==> src/rtl/sc_song_sequencer.sv <==
// Song session controller: countdown pre-roll, millisecond song_time base,
// pause/resume, score gating and abort for one song at a time.
module sc_song_sequencer #(
    parameter int CLK_PER_MS   = 100000,
    parameter int COUNTDOWN_MS = 3000,
    parameter int TIME_W       = 16
) (
    input  logic              clk,
    input  logic              rst,
    input  logic              start,
    input  logic              pause_req,
    input  logic              abort,
    input  logic [TIME_W-1:0] song_len,
    output logic [TIME_W-1:0] song_time,
    output logic              pause,
    output logic              sc_en,
    output logic              score_clear,
    output logic [TIME_W-1:0] cd_ms,
    output logic              done,
    output logic [2:0]        state
);

    localparam int                PS_W    = (CLK_PER_MS > 1) ? $clog2(CLK_PER_MS) : 1;
    localparam logic [PS_W-1:0]   PS_MAX  = PS_W'(CLK_PER_MS - 1);
    localparam logic [PS_W-1:0]   PS_ONE  = PS_W'(1);
    localparam logic [TIME_W-1:0] CD_LOAD = TIME_W'(COUNTDOWN_MS);
    localparam logic [TIME_W-1:0] T_ONE   = TIME_W'(1);

    typedef enum logic [2:0] {
        S_IDLE      = 3'd0,
        S_COUNTDOWN = 3'd1,
        S_PLAYING   = 3'd2,
        S_PAUSED    = 3'd3,
        S_DONE      = 3'd4
    } state_t;

    state_t              r_state;
    logic [PS_W-1:0]     r_prescaler;
    logic [TIME_W-1:0]   r_song_time;
    logic [TIME_W-1:0]   r_cd_ms;
    logic [TIME_W-1:0]   r_len;
    logic                r_pause;
    logic                r_sc_en;
    logic                r_score_clear;
    logic                r_done;

    logic                w_counting;
    logic                w_tick;
    logic                w_start_ok;
    logic [TIME_W:0]     w_song_inc;
    logic                w_song_end;
    logic [PS_W-1:0]     w_prescaler_nxt;

    // The prescaler only runs while the song clock is live; PAUSED freezes it.
    assign w_counting      = (r_state == S_COUNTDOWN) || (r_state == S_PLAYING);
    assign w_tick          = w_counting && (r_prescaler == PS_MAX);
    assign w_prescaler_nxt = w_tick ? '0 : r_prescaler + PS_ONE;
    assign w_start_ok      = start && ((r_state == S_IDLE) || (r_state == S_DONE));
    assign w_song_inc      = {1'b0, r_song_time} + {{TIME_W{1'b0}}, 1'b1};
    assign w_song_end      = (w_song_inc >= {1'b0, r_len});

    always_ff @(posedge clk) begin
        // NOTE: pulse outputs default low every cycle; any later assignment in this block overrides it.
        r_score_clear <= 1'b0;
        r_done        <= 1'b0;
        if (rst) begin
            r_state     <= S_IDLE;
            r_prescaler <= '0;
            r_song_time <= '0;
            r_cd_ms     <= '0;
            r_len       <= '0;
            r_pause     <= 1'b0;
            r_sc_en     <= 1'b0;
        end else if (abort) begin
            r_state     <= S_IDLE;
            r_prescaler <= '0;
            r_song_time <= '0;
            r_cd_ms     <= '0;
            r_pause     <= 1'b0;
            r_sc_en     <= 1'b0;
        end else if (w_start_ok) begin
            r_len         <= song_len;
            r_prescaler   <= '0;
            r_song_time   <= '0;
            r_score_clear <= 1'b1;
            r_pause       <= 1'b0;
            if (COUNTDOWN_MS == 0) begin
                r_state <= S_PLAYING;
                r_cd_ms <= '0;
                r_sc_en <= 1'b1;
            end else begin
                r_state <= S_COUNTDOWN;
                r_cd_ms <= CD_LOAD;
                r_sc_en <= 1'b0;
            end
        end else begin
            case (r_state)
                S_COUNTDOWN: begin
                    r_prescaler <= w_prescaler_nxt;
                    if (w_tick) begin
                        if (r_cd_ms == T_ONE) begin
                            r_cd_ms     <= '0;
                            r_song_time <= '0;
                            r_state     <= S_PLAYING;
                            r_sc_en     <= 1'b1;
                        end else begin
                            r_cd_ms <= r_cd_ms - T_ONE;
                        end
                    end
                end
                S_PLAYING: begin
                    // Completion beats a same-cycle pause request.
                    if ((r_len == '0) || (w_tick && w_song_end)) begin
                        r_song_time <= r_len;
                        r_prescaler <= '0;
                        r_state     <= S_DONE;
                        r_sc_en     <= 1'b0;
                        r_done      <= 1'b1;
                    end else begin
                        r_prescaler <= w_prescaler_nxt;
                        if (w_tick) begin
                            r_song_time <= w_song_inc[TIME_W-1:0];
                        end
                        if (pause_req) begin
                            r_state <= S_PAUSED;
                            r_pause <= 1'b1;
                            r_sc_en <= 1'b0;
                        end
                    end
                end
                S_PAUSED: begin
                    if (pause_req) begin
                        r_state <= S_PLAYING;
                        r_pause <= 1'b0;
                        r_sc_en <= 1'b1;
                    end
                end
                default: begin
                end
            endcase
        end
    end

    assign song_time   = r_song_time;
    assign pause       = r_pause;
    assign sc_en       = r_sc_en;
    assign score_clear = r_score_clear;
    assign cd_ms       = r_cd_ms;
    assign done        = r_done;
    assign state       = r_state;

endmodule
==> config.mk <==
export PLATFORM = sky130hd
export DESIGN_NAME = sc_song_sequencer
export DESIGN_NICKNAME = d
export VERILOG_FILES = /design/src/rtl/sc_song_sequencer.sv
export SDC_FILE = /design/constraint.sdc
export NUM_CORES = 1
export LEC_CHECK = 0
export BUFFER_PORTS_ARGS = -buffer_cell sky130_fd_sc_hd__buf_4
export CAP_MARGIN = 10
export CORE_ASPECT_RATIO = 0.7
export CORE_MARGIN = 8
export CORE_UTILIZATION = 30
export CTS_BUF_LIST = sky130_fd_sc_hd__clkbuf_4
export DETAILED_ROUTE_END_ITERATION = 8
export PLACE_DENSITY = 0.56
export SYNTH_ARGS = -nofsm -noshare
export SYNTH_HDL_FRONTEND = slang
export SYNTH_SLANG_ARGS = --single-unit
==> constraint.sdc <==
create_clock -name clk -period 4.51 [get_ports clk]
set_input_delay 0.451 -clock clk [delete_from_list [all_inputs] [get_ports clk]]
set_output_delay 0.451 -clock clk [all_outputs]
set_load 0.03 [all_outputs]
# Word-level counts from Yosys, hierarchy flattened
# Index checks and enable logic that the tools add are counted.
[word_totals] regBits=72 latch_bits=0 mem_bits_rw=0 mem_bits_ro=0 out_inout_bits=39 word_cells=87 memories=0
[op_classes] add_sub_neg=3 mul=0 div=0 order_cmp=1 eq_ne=17 shifts=0 mux=29 bitwise_logic=2 reduce_logical=24
[op_table] cell="$mux W16" n=5
[op_table] cell="$mux W12" n=3
[op_table] cell="$mux W17" n=2
[op_table] cell="$pmux W17 S2" n=1
[op_table] cell="$pmux W16 S2" n=1
[op_table] cell="$add A16 B1 Y17 const B" n=1
[op_table] cell="$add A17 B1 Y17 const B" n=1
[op_table] cell="$eq A17 B17 Y1 const B" n=1
[op_table] cell="$ge A17 B16 Y1" n=1
[op_table] cell="$eq A16 B1 Y1 const B" n=1
[op_table] cell="$logic_not A16 Y1" n=1
[op_table] cell="$sub A16 B1 Y16 const B" n=1
[op_table] cell="$mux W3" n=5
[op_table] cell="$reduce_and A5 Y1" n=2
[op_table] cell="$mux W1" n=9
[op_table] cell="$ne A3 B2 Y1 const B" n=3
[op_table] cell="$pmux W3 S3" n=1
[op_table] cell="$ne A2 B2 Y1 const B" n=4
[op_table] cell="$reduce_and A4 Y1" n=2
[op_table] cell="$reduce_bool A2 Y1" n=4
[op_table] cell="$eq A3 B2 Y1 const B" n=2
[op_table] cell="$ne A3 B3 Y1 const B" n=2
[op_table] cell="$reduce_and A2 Y1" n=3
[op_table] cell="$ne A4 B3 Y1 const B" n=1
[op_table] cell="14 further kinds" n=19

# Longest topological paths before layout
# Gate-level depths: netlist of run 1.
[depth] word_depth=8 depth_mapped=15

# Worst setup path before layout of run 1
# OpenSTA, ideal clock, no wires.
[synth_path] kind="register to register" start="reg r_song_time[2] (netlist: song_time[2])" end="reg r_song_time[11] (netlist: song_time[11])" t_arrival_ns=3.117 required_time_ns=4.388 setup_slack_ns=1.271 stages_incl_launch_ff=16 n_path_buf=2 path_cell_list="dfxtp_1 > and4_1 > buf_4 > nand2_1 > nor3_1 > nand4_1 > xnor2_1 > ha_1 > a21oi_1 > nand3_1 > nor2_1 > a211oi_1 > o31a_1 > and2_1 > buf_2 > a221o_1"
[synth_between] elab_chain_cells=6
[synth_rtl] item="from (decl)" line="39" source="logic [TIME_W-1:0] r_song_time;"
[synth_rtl] item="from (signal assigned)" line="114" source="r_song_time <= r_len;"
[synth_rtl] item="from (signal assigned)" line="122" source="r_song_time <= w_song_inc[TIME_W-1:0];"
[synth_rtl] item="$add A16 B1 Y17 *" line="59" source="assign w_song_inc = {1'b0, r_song_time} + {{TIME_W{1'b0}}, 1'b1};"
[synth_rtl] item="$ge A17 B16 Y1" line="60" source="assign w_song_end = (w_song_inc >= {1'b0, r_len});"
[synth_rtl] item="$logic_and A1 B1 Y1" line="113" source="if ((r_len == '0) || (w_tick && w_song_end)) begin"
[synth_rtl] item="$logic_or A1 B1 Y1" line="113"
[synth_rtl] item="$ne A3 B2 Y1 (no source line) / $mux W16 (equally long branches)"
[synth_rtl] item="$reduce_and A4 Y1 (no source line) / $pmux W16 S2 (equally long branches)"
# Every way passes the cells marked *; elsewhere a longest branch is shown, timed or not. The select of a mux whose other input is x is not followed.
# A chain may end at the register's enable or synchronous reset.

# Final worst setup path of run 1
[layout_path] start="reg r_song_time[3] (netlist: song_time[3])" end="reg r_song_time[13] (netlist: song_time[13])"
# The elaborated chain is that of the path after synthesis.

==> flow_metrics.py, run 1 <==
metrics = {
    "clocking": {
        "holdBufCountCts": 0,
        "clk_root_buffer_cell": "sky130_fd_sc_hd__clkbuf_4",
        "postCtsSetupBuffers": 0,
        "clk_pin_slew_ns": 0.12,
        "clkSinkCount": 72,
        "cts_tree": "built",
        "numCtsBuffers": 9,
        "post_cts_resize_count": 0,
        "max-clock-path-buffers": 2,
        "htreeDepth": 3,
        "clock_insertion_delay_worst_skew_ns": 0.42,
    },
    "floorplan": {
        "placementRows": 35,
        "boundaryPins": 60,
        "effective_utilization_at_floorplan": 0.3050,
        "die_y_um": 112.4,
        "die_area_um2": 17270,
        "die_x_um": 153.7,
        "core-area_um2": 13050,
    },
    "grt": {
        "grt_start_max_net_pins": 19,
        "grt.busiest_layer": "met1",
        "globalRouteMet2Util": 0.1782,
        "grt_first_pass_wirelength_mm": 18.08,
        "grt_pass1_vias": 3460,
        "grt_overflow_total": 0,
        "gr_met1_demand_resource": 0.1859,
        "globalRouteTotalUtil": 0.1284,
        "initial_antenna_violation_count": 1,
        "grt.met3_usage": 0.03916,
    },
    "cells_and_area": {
        "fraction_of_final_layout_cells_with_drive_strength_greater_than_1": 0.1569,
        "post_layout_nonfiller_instances": 715,
        "layout.cells.most_common": "sky130_fd_sc_hd__dfxtp_1",
        "final_cell_mix": "sky130_fd_sc_hd__dfxtp_1, sky130_fd_sc_hd__nand2_1, sky130_fd_sc_hd__buf_4",
        "finalCoreUtilization": 0.3578,
        "fin_nets": 584,
        "n_fill_cell": 1406,
        "flow.area_growth_from_synthesis_pct": 17.32,
    },
    "timing": {
        "fin_tns_setup_ns": 0,
        "timing.hold.ws_ns": 0.2589,
        "grt_setup_unrepaired": "false",
        "setup_viol": 0,
        "worst-slew-pin-transition_ns": 0.9572,
        "slew-limit-headroom": 0.3595,
        "finalCriticalPeriod_ns": 3.812,
        "timing.final.hold_violations": 0,
        "final_skew_ns": 0.01742,
        "final_min_period_over_clock_period": 0.8452,
        "clock.fmax_mhz": 262.3,
        "slew_viol_final": 0,
    },
    "detailed_routing": {
        "wl_cell_um": 15.51,
        "detailedRoute.firstIterationViolations": 217,
        "drc": 0,
        "average_vias_per_placed_instance": 5.190,
        "drt-pass1-iter-count": 4,
        "num_vias": 3711,
        "antenna_violating_nets_post_route": 0,
        "postRouteWirelength_mm": 11.09,
    },
    "setup_path": {
        "critical_path_required_ns": 4.87,
        "worstPathArrival_ns": 4.17,
        "critical_path.max_fanout": 13,
        "worst_setup_path_end_kind": "register",
        "setup.worst_path.start_class": "register",
        "worst-setup-path-type": "register to register",
    },
    "placement": {
        "dp_cells": 698,
        "place.gp.congestion": 0.8305,
        "io_buffer_count": 59,
        "dp.final_hpwl_mm": 8.423,
    },
    "power": {
        "power.total_uw": 1168,
        "cell_internal_pwr_uw": 855.3,
        "p_comb_frac": 0.096,
        "vdd_ir_drop_max_uv": 170.5,
        "power.density_nw_per_um2": 250.2,
        "power_switching_uw": 312.9,
        "p_leak_uw": 0.001791,
        "power.sequential.fraction": 0.566,
        "power_frac_clock": 0.338,
        "sw_frac_of_total": 0.2679,
    },
    "hold_path": {
        "hold_path_class": "input port to register",
    },
    "synth": {
        "fraction_of_registers_with_async_set_reset": 0,
        "synth.avg_cell_area_um2": 8.057,
        "synth.yosys.warnings": 0,
        "ys_seq_area_frac": 0.3622,
        "postSynthRegisterBits": 72,
        "postSynth.topFlopCell": "sky130_fd_sc_hd__dfxtp_1",
        "netlist_area_um2": 3980,
        "number_of_enable_flip_flop_cells_after_synthesis": 0,
        "mappedNetlistNets": 535,
        "unique_masters_post_synth": 48,
        "synthCells": 494,
    },
    "status": {
        "status": "completed",
    },
    "job": {
        "cap_viol_max_count": 0,
    },
}
-- cell type report --
type                    count  area (µm²)  area share
multi-input cells         376        2344      0.5019
flip-flops and latches     72        1441      0.3087
repair buffers             61       457.9     0.09807
well taps                 166       207.7     0.04448
inverters                  23       86.33     0.01849
clock buffers               9       67.56     0.01447
clock inverters             7       62.56     0.01340
diodes                      1       2.502   0.0005359
-- routing by layer --
layer / vias to the layer above / wire [µm]
li1: 1867 / -
met1: 1735 / 5865
met2: 97 / 4414
met3: 12 / 697
met4: 0 / 109
met5: - / 0
-- synth_stat cells (13+ instances only) --
library cell | count | area [µm²]
sky130_fd_sc_hd__o21ai_0 | 21 | 105.1
sky130_fd_sc_hd__nand4_1 | 15 | 93.84
sky130_fd_sc_hd__xor2_1 | 15 | 131.4
sky130_fd_sc_hd__nor3_1 | 13 | 65.06
sky130_fd_sc_hd__a21oi_1 | 42 | 210.2
sky130_fd_sc_hd__inv_1 | 23 | 86.33
sky130_fd_sc_hd__ha_1 | 20 | 250.2
sky130_fd_sc_hd__xnor2_1 | 18 | 157.7
sky130_fd_sc_hd__and3_1 | 16 | 100.1
sky130_fd_sc_hd__clkbuf_1 | 14 | 52.55
sky130_fd_sc_hd__nor2_1 | 48 | 180.2
sky130_fd_sc_hd__nand3_1 | 15 | 75.07
sky130_fd_sc_hd__nand2_1 | 65 | 244.0
sky130_fd_sc_hd__dfxtp_1 | 72 | 1441
-- worst max-delay path, stage by stage (launching register included) --
cell and delay (ns):
sky130_fd_sc_hd__dfxtp_1 0.45, sky130_fd_sc_hd__and4_1 0.37, sky130_fd_sc_hd__nand2_1 0.11, sky130_fd_sc_hd__nor3_1 0.28, sky130_fd_sc_hd__nand4_1 0.16, sky130_fd_sc_hd__xnor2_1 0.23, sky130_fd_sc_hd__ha_1 0.31, sky130_fd_sc_hd__a21oi_1 0.17
sky130_fd_sc_hd__nand3_1 0.09, sky130_fd_sc_hd__nor2_1 0.26, sky130_fd_sc_hd__o211ai_2 0.14, sky130_fd_sc_hd__a21boi_2 0.53, sky130_fd_sc_hd__and3_1 0.45, sky130_fd_sc_hd__a221o_1 0.20
-- path summary, 6_finish.rpt --
path | start | end | slack [ns] | depth (start not counted)
worst min register to register | sc_en$_SDFFE_PP0P_ | sc_en$_SDFFE_PP0P_ | 0.47 | 2
worst min-delay path | song_len[12] | r_len[12]$_SDFFE_PP0P_ | 0.26 | 3
worst max-delay path | song_time[3]$_SDFFE_PP0P_ | song_time[13]$_SDFFE_PP0P_ | 0.70 | 13
worst max register to register | song_time[3]$_SDFFE_PP0P_ | song_time[13]$_SDFFE_PP0P_ | 0.70 | 13
-- state kept, by name (all words and copies together), names as in the netlist --
name,flops
score_clear,1
sc_en,1
song_time,16
cd_ms,16
state,3
r_len,16
r_prescaler,17
done,1
pause,1
-- cells by family after synthesis --
family / after synthesis / synth area share
AOI/OAI and AO/OA: 103 / 0.1641
xor gates and xnor gates: 33 / 0.07262
adders and majority gates: 20 / 0.06287
DFF: 72 / 0.3621
and+or+nand+nor: 220 / 0.2892
buffers and inverters: 46 / 0.04904
-- per-stage QoR --
stage / cell area [µm²] / setup WS [ns]
2_1_floorplan: 3980 / 1.271
3_3_place_gp: 4537 / 0.9087
4_1_cts: 4667 / 0.7412
6_report: 4669 / 0.6981
5_1_grt: 4669 / 0.3885
3_5_place_dp: 4537 / 0.7805
-- power groups by stage --
stage | Sequential, µW | Combinational (µW) | Clock, µW
5_1_grt | 663 | 125 | 441
4_1_cts | 661 | 113 | 413
6_report | 661 | 113 | 395
3_3_place_gp | 675 | 111 | 0
3_5_place_dp | 676 | 112 | 0
2_1_floorplan | 678 | 67.5 | 0
Power figures use the tool's default switching activity.
==> run 2: changes to the inputs <==
- PLACE_DENSITY: 0.56 -> 0.58
- clock period: 4.51 -> 3.2 ns (I/O delays scaled with it)
==> flow_metrics.py, run 2 (synthesized netlist as in run 1, its figures left out) <==
metrics = {
    "status": {
        "status": "completed",
    },
    "setup_path": {
        "max_stage_delay_ns": 0.38,
        "critical_path.max_fanout": 8,
        "master_of_the_slowest_instance_on_the_critical_path": "sky130_fd_sc_hd__dfxtp_2",
        "worstPathArrival_ns": 3.37,
        "path_cells": "ha_2, buf_4, and4_4, nand2_1, xnor2_1, ha_1, nand4_1, nand3_1, nor2_2, a211oi_1, o31a_1, and2_2, a221o_1",
        "reg2reg_start": "song_time[0]$_SDFFE_PP0P_",
        "worst-setup-path-type": "register to register",
        "worst_setup_path_end_kind": "register",
        "critical_path_required_ns": 3.51,
        "setup.worst_path.start_class": "register",
        "timing.critical_path.from": "song_time[0]$_SDFFE_PP0P_",
    },
    "placement": {
        "place.gp.congestion": 0.8579,
        "postPlaceCellArea_um2": 4676,
        "io_buffer_count": 59,
        "dp.final_hpwl_mm": 8.479,
    },
    "timing": {
        "slew-limit-headroom": 0.5476,
        "fin_tns_setup_ns": 0,
        "clock.fmax_mhz": 326.5,
        "worst-slew-pin-transition_ns": 0.6772,
        "slew_viol_final": 0,
        "grt_setup_unrepaired": "false",
        "finalCriticalPeriod_ns": 3.063,
        "setup_viol": 0,
        "final_min_period_over_clock_period": 0.9571,
        "timing.final.hold_violations": 0,
        "final_skew_ns": 0.02096,
    },
    "clocking": {
        "htreeDepth": 3,
        "holdBufCountCts": 0,
        "max-clock-path-buffers": 2,
        "clk_pin_slew_ns": 0.13,
        "cts_tree": "built",
        "postCtsSetupBuffers": 0,
        "clkSinkCount": 72,
        "numCtsBuffers": 9,
        "clock_insertion_delay_worst_skew_ns": 0.43,
        "clk_root_buffer_cell": "sky130_fd_sc_hd__clkbuf_4",
    },
    "detailed_routing": {
        "detailedRoute.firstIterationViolations": 308,
        "average_vias_per_placed_instance": 5.222,
        "wl_cell_um": 15.05,
        "postRouteWirelength_mm": 11.00,
        "num_vias": 3817,
        "drt-pass1-iter-count": 5,
        "drc": 0,
        "antenna_violating_nets_post_route": 0,
    },
    "floorplan": {
        "boundaryPins": 60,
        "die_area_um2": 17270,
        "placementRows": 35,
        "core-area_um2": 13050,
        "effective_utilization_at_floorplan": 0.3050,
        "die_x_um": 153.7,
        "die_y_um": 112.4,
    },
    "grt": {
        "grt_first_pass_wirelength_mm": 18.64,
        "globalRouteTotalUtil": 0.1298,
        "initial_antenna_violation_count": 0,
        "grt_overflow_total": 0,
        "grt_start_max_net_pins": 19,
        "grt_pass1_vias": 3681,
    },
    "cells_and_area": {
        "max_flop_register": "r_prescaler",
        "n_antenna_cell": 0,
        "flow.area_growth_from_synthesis_pct": 21.82,
        "final_cell_mix": "sky130_fd_sc_hd__buf_4, sky130_fd_sc_hd__nand2_1, sky130_fd_sc_hd__dfxtp_1",
        "finalInstanceArea_um2": 4848,
        "layout.cells.most_common": "sky130_fd_sc_hd__buf_4",
        "fin_nets": 602,
        "fraction_of_final_layout_cells_with_drive_strength_greater_than_1": 0.2106,
        "largest_register_ffs": 17,
    },
    "power": {
        "vdd_ir_drop_max_uv": 131.7,
        "power.total_uw": 1663,
        "power.density_nw_per_um2": 342.9,
        "p_leak_uw": 0.001893,
    },
    "hold_path": {
        "hp-start": "song_len[8]",
        "hold_path_class": "input port to register",
    },
    "job": {
        "cap_viol_max_count": 0,
    },
}
[run 2: changes by cell type in the layout (fill, tap and decap cells not counted), sizes merged]
cell      change
diode         -1
buf          +18
clkinv        -2
clkinvlp      +1
[run 2: area by class of cell]
type	count	area, µm²
well taps	166	207.7
clock inverters	6	61.31
multi-input cells	376	2382
clock buffers	9	67.56
inverters	23	86.33
flip-flops and latches	72	1450
repair buffers	79	593.1
fillers	1356	8202
[run 2: stage by stage]
stage	hold slack, ns	util	setup slack (ns)	cells
6_report	0.1253	0.3715	0.1373	731
5_1_grt	0.1060	0.3715	0.001421	731
4_1_cts	0.09684	0.3686	0.02025	731
3_5_place_dp	0.4694	0.3583	-0.03428	716
3_3_place_gp	0.4530	0.3583	0.08056	716
2_1_floorplan	0.4397	-	0.02238	494
[run 2: worst paths after layout]
kind,endpoint,slack [ns],cells after the start
setup / recovery,song_time[12]$_SDFFE_PP0P_,0.14,13
hold / removal,r_len[8]$_SDFFE_PP0P_,0.13,3
setup reg to reg,song_time[12]$_SDFFE_PP0P_,0.14,13
hold reg to reg,r_prescaler[16]$_SDFFE_PP0P_,0.48,2
[run 2: worst max-delay path, delay by kind of cell, from the launching register on]
family	cells	cell delay (ns)
xor gates and xnor gates	1	0.25
DFF	1	0.38
and+or+nand+nor	6	0.93
buffers and inverters	1	0.14
AOI/OAI and AO/OA	3	0.67
adders and majority gates	2	0.57
[run 2: per-layer routing]
| layer | track usage | vias up | wire, µm |
|---|---|---|---|
| met1 | 0.1865 | 1789 | 5570 |
| met5 | 0 | - | 0 |
| met2 | 0.1865 | 123 | 4542 |
| met4 | 0.03188 | 0 | 66 |
| met3 | 0.03493 | 9 | 824 |
| li1 | - | 1896 | - |
[run 2: what timing repair did]
item                       CTS  global route
pin swaps                    0             1
setup endpoints to repair    7            20
gates resized for setup      2            11
gates cloned                 0             0
[run 2: power by group]
part | internal (µW) | total, µW | switching, µW
clock | 229 | 566 | 337
combinational | 69.4 | 165 | 96.1
sequential | 911 | 931 | 20.2
total | 1210 | 1660 | 453
==> run 3: changes to the inputs <==
- CORE_ASPECT_RATIO: 0.7 -> 1.75
==> flow_metrics.py, run 3 (synthesized netlist as in run 1, its figures left out) <==
metrics = {
    "status": {
        "status": "completed",
    },
    "floorplan": {
        "effective_utilization_at_floorplan": 0.3076,
        "die_x_um": 103.1,
        "boundaryPins": 60,
        "placementRows": 55,
        "core-area_um2": 12940,
        "die_area_um2": 17350,
        "die_y_um": 168.4,
    },
    "timing": {
        "timing.final.hold_violations": 0,
        "slew_viol_final": 0,
        "slew-limit-headroom": 0.5752,
        "finalCriticalPeriod_ns": 3.095,
        "setup_viol": 0,
        "clock.fmax_mhz": 323.1,
        "final_skew_ns": 0.01399,
        "fin_tns_setup_ns": 0,
        "final_min_period_over_clock_period": 0.9673,
        "grt_setup_unrepaired": "true",
        "worst-slew-pin-transition_ns": 0.6372,
    },
    "placement": {
        "dp.final_hpwl_mm": 8.872,
        "postPlaceCellArea_um2": 4697,
        "dp_cells": 723,
        "io_buffer_count": 59,
        "place.gp.congestion": 0.8938,
    },
    "grt": {
        "initial_antenna_violation_count": 1,
        "globalRouteTotalUtil": 0.1391,
        "grt_pass1_vias": 3910,
        "grt_start_max_net_pins": 19,
        "grt_first_pass_wirelength_mm": 19.14,
        "grt_overflow_total": 0,
    },
    "setup_path": {
        "max_stage_delay_ns": 0.36,
        "cp_top_family": "simple AND/OR/NAND/NOR gates",
        "worstPathArrival_ns": 3.41,
        "path_depth": 13,
        "critical_path_required_ns": 3.51,
        "worst-setup-path-type": "register to register",
        "combined_buffer_and_inverter_count_along_the_critical_path": 2,
        "master_of_the_slowest_instance_on_the_critical_path": "sky130_fd_sc_hd__dfxtp_1",
        "path_cells": "and4_2, buf_4, nand4_1, xnor2_1, ha_1, and4_1, nor3b_2, a211oi_2, buf_4, nor4_2, o31a_1, and2_2, a221o_1",
        "worst_setup_path_end_kind": "register",
        "worst_path_most_repeated_cell": "sky130_fd_sc_hd__buf_4",
        "critical_path.max_fanout": 8,
        "setup.worst_path.start_class": "register",
        "ff2ff_path_depth": 13,
    },
    "detailed_routing": {
        "antenna_violating_nets_post_route": 0,
        "wl_cell_um": 15.76,
        "drt-pass1-iter-count": 4,
        "average_vias_per_placed_instance": 5.214,
        "detailedRoute.firstIterationViolations": 140,
        "num_vias": 3869,
        "postRouteWirelength_mm": 11.70,
        "drc": 0,
    },
    "power": {
        "power.density_nw_per_um2": 339.2,
        "vdd_ir_drop_max_uv": 187.0,
        "power.total_uw": 1678,
        "p_leak_uw": 0.001967,
    },
    "clocking": {
        "holdBufCountCts": 0,
        "clk_pin_slew_ns": 0.12,
        "cts_tree": "built",
        "clock_insertion_delay_worst_skew_ns": 0.43,
        "max-clock-path-buffers": 2,
        "clk_root_buffer_cell": "sky130_fd_sc_hd__clkbuf_4",
        "htreeDepth": 3,
        "numCtsBuffers": 9,
        "clkSinkCount": 72,
    },
    "cells_and_area": {
        "fraction_of_final_layout_cells_with_drive_strength_greater_than_1": 0.2316,
        "finalInstanceArea_um2": 4946,
        "flow.area_growth_from_synthesis_pct": 24.27,
        "largest_register_ffs": 17,
        "max_flop_register": "r_prescaler",
        "fin_nets": 606,
        "post_layout_nonfiller_instances": 742,
        "final_cell_mix": "sky130_fd_sc_hd__buf_4, sky130_fd_sc_hd__dfxtp_1, sky130_fd_sc_hd__nand2_1",
        "layout.cells.most_common": "sky130_fd_sc_hd__buf_4",
        "finalCoreUtilization": 0.3823,
    },
    "job": {
        "cap_viol_max_count": 0,
    },
    "hold_path": {
        "min_path_cells": 3,
        "hold_path_class": "input port to register",
    },
}
## run 3: cell types whose count changed in the layout (fill, tap and decap cells not counted), sizes merged
cell / delta
buf: +4
clkbuf: +2
clkinv: +2
clkinvlp: -3
diode: +1
## run 3: area by class of cell
| cell class | count | area, µm² |
|---|---|---|
| Antenna cell | 1 | 2.502 |
| Clock buffer | 11 | 82.58 |
| Clock inverter | 5 | 47.55 |
| Fill cell | 1407 | 7991 |
| Inverter | 23 | 86.33 |
| Multi-Input combinational cell | 376 | 2442 |
| Sequential cell | 72 | 1448 |
| Tap cell | 171 | 214.0 |
| Timing Repair Buffer | 83 | 623.1 |
## run 3: worst reg2reg max path: stages (launching register included)
cell and delay [ns]:
sky130_fd_sc_hd__dfxtp_1 0.36, sky130_fd_sc_hd__and4_2 0.29, sky130_fd_sc_hd__buf_4 0.14, sky130_fd_sc_hd__nand4_1 0.11, sky130_fd_sc_hd__xnor2_1 0.21, sky130_fd_sc_hd__ha_1 0.29
sky130_fd_sc_hd__and4_1 0.22, sky130_fd_sc_hd__nor3b_2 0.16, sky130_fd_sc_hd__a211oi_2 0.14, sky130_fd_sc_hd__buf_4 0.16, sky130_fd_sc_hd__nor4_2 0.05, sky130_fd_sc_hd__o31a_1 0.29
sky130_fd_sc_hd__and2_2 0.27, sky130_fd_sc_hd__a221o_1 0.31
## run 3: path summary, 6_finish.rpt
kind | startpoint | to | slack, ns
worst min-delay path | song_len[7] | r_len[7]$_SDFFE_PP0P_ | 0.13
worst max-delay path | song_time[5]$_SDFFE_PP0P_ | song_time[13]$_SDFFE_PP0P_ | 0.10
worst min register to register | r_prescaler[16]$_SDFFE_PP0P_ | r_prescaler[16]$_SDFFE_PP0P_ | 0.48
worst max register to register | song_time[5]$_SDFFE_PP0P_ | song_time[13]$_SDFFE_PP0P_ | 0.10
## run 3: timing repair
item	CTS	global route
gates resized for setup	1	21
pin swaps	1	6
endpoints found under the setup margin	3	19
buffers inserted	0	2
## run 3: per-stage QoR
stage          hold WS (ns)  setup slack [ns]
2_1_floorplan        0.4397           0.02238
6_report             0.1276            0.1048
4_1_cts              0.1060           0.02947
5_1_grt             0.09659          -0.02191
3_3_place_gp         0.4562            0.1132
3_5_place_dp         0.4597           0.01184
## run 3: report_power, final
group,switching (µW),internal (µW),leakage (µW)
Clock,328,249,0.0000757
Combinational,98.4,71.9,0.00131
Sequential,20.0,911,0.000585
Total,446,1230,0.00197
## run 3: per-layer routing
metal,share of wire,vias to the layer above,track usage
li1,-,1904,-
met1,0.38,1865,0.1463
met3,0.043,15,0.02850
met4,0.016,0,0.05636
met5,0,-,0
met2,0.56,85,0.2556
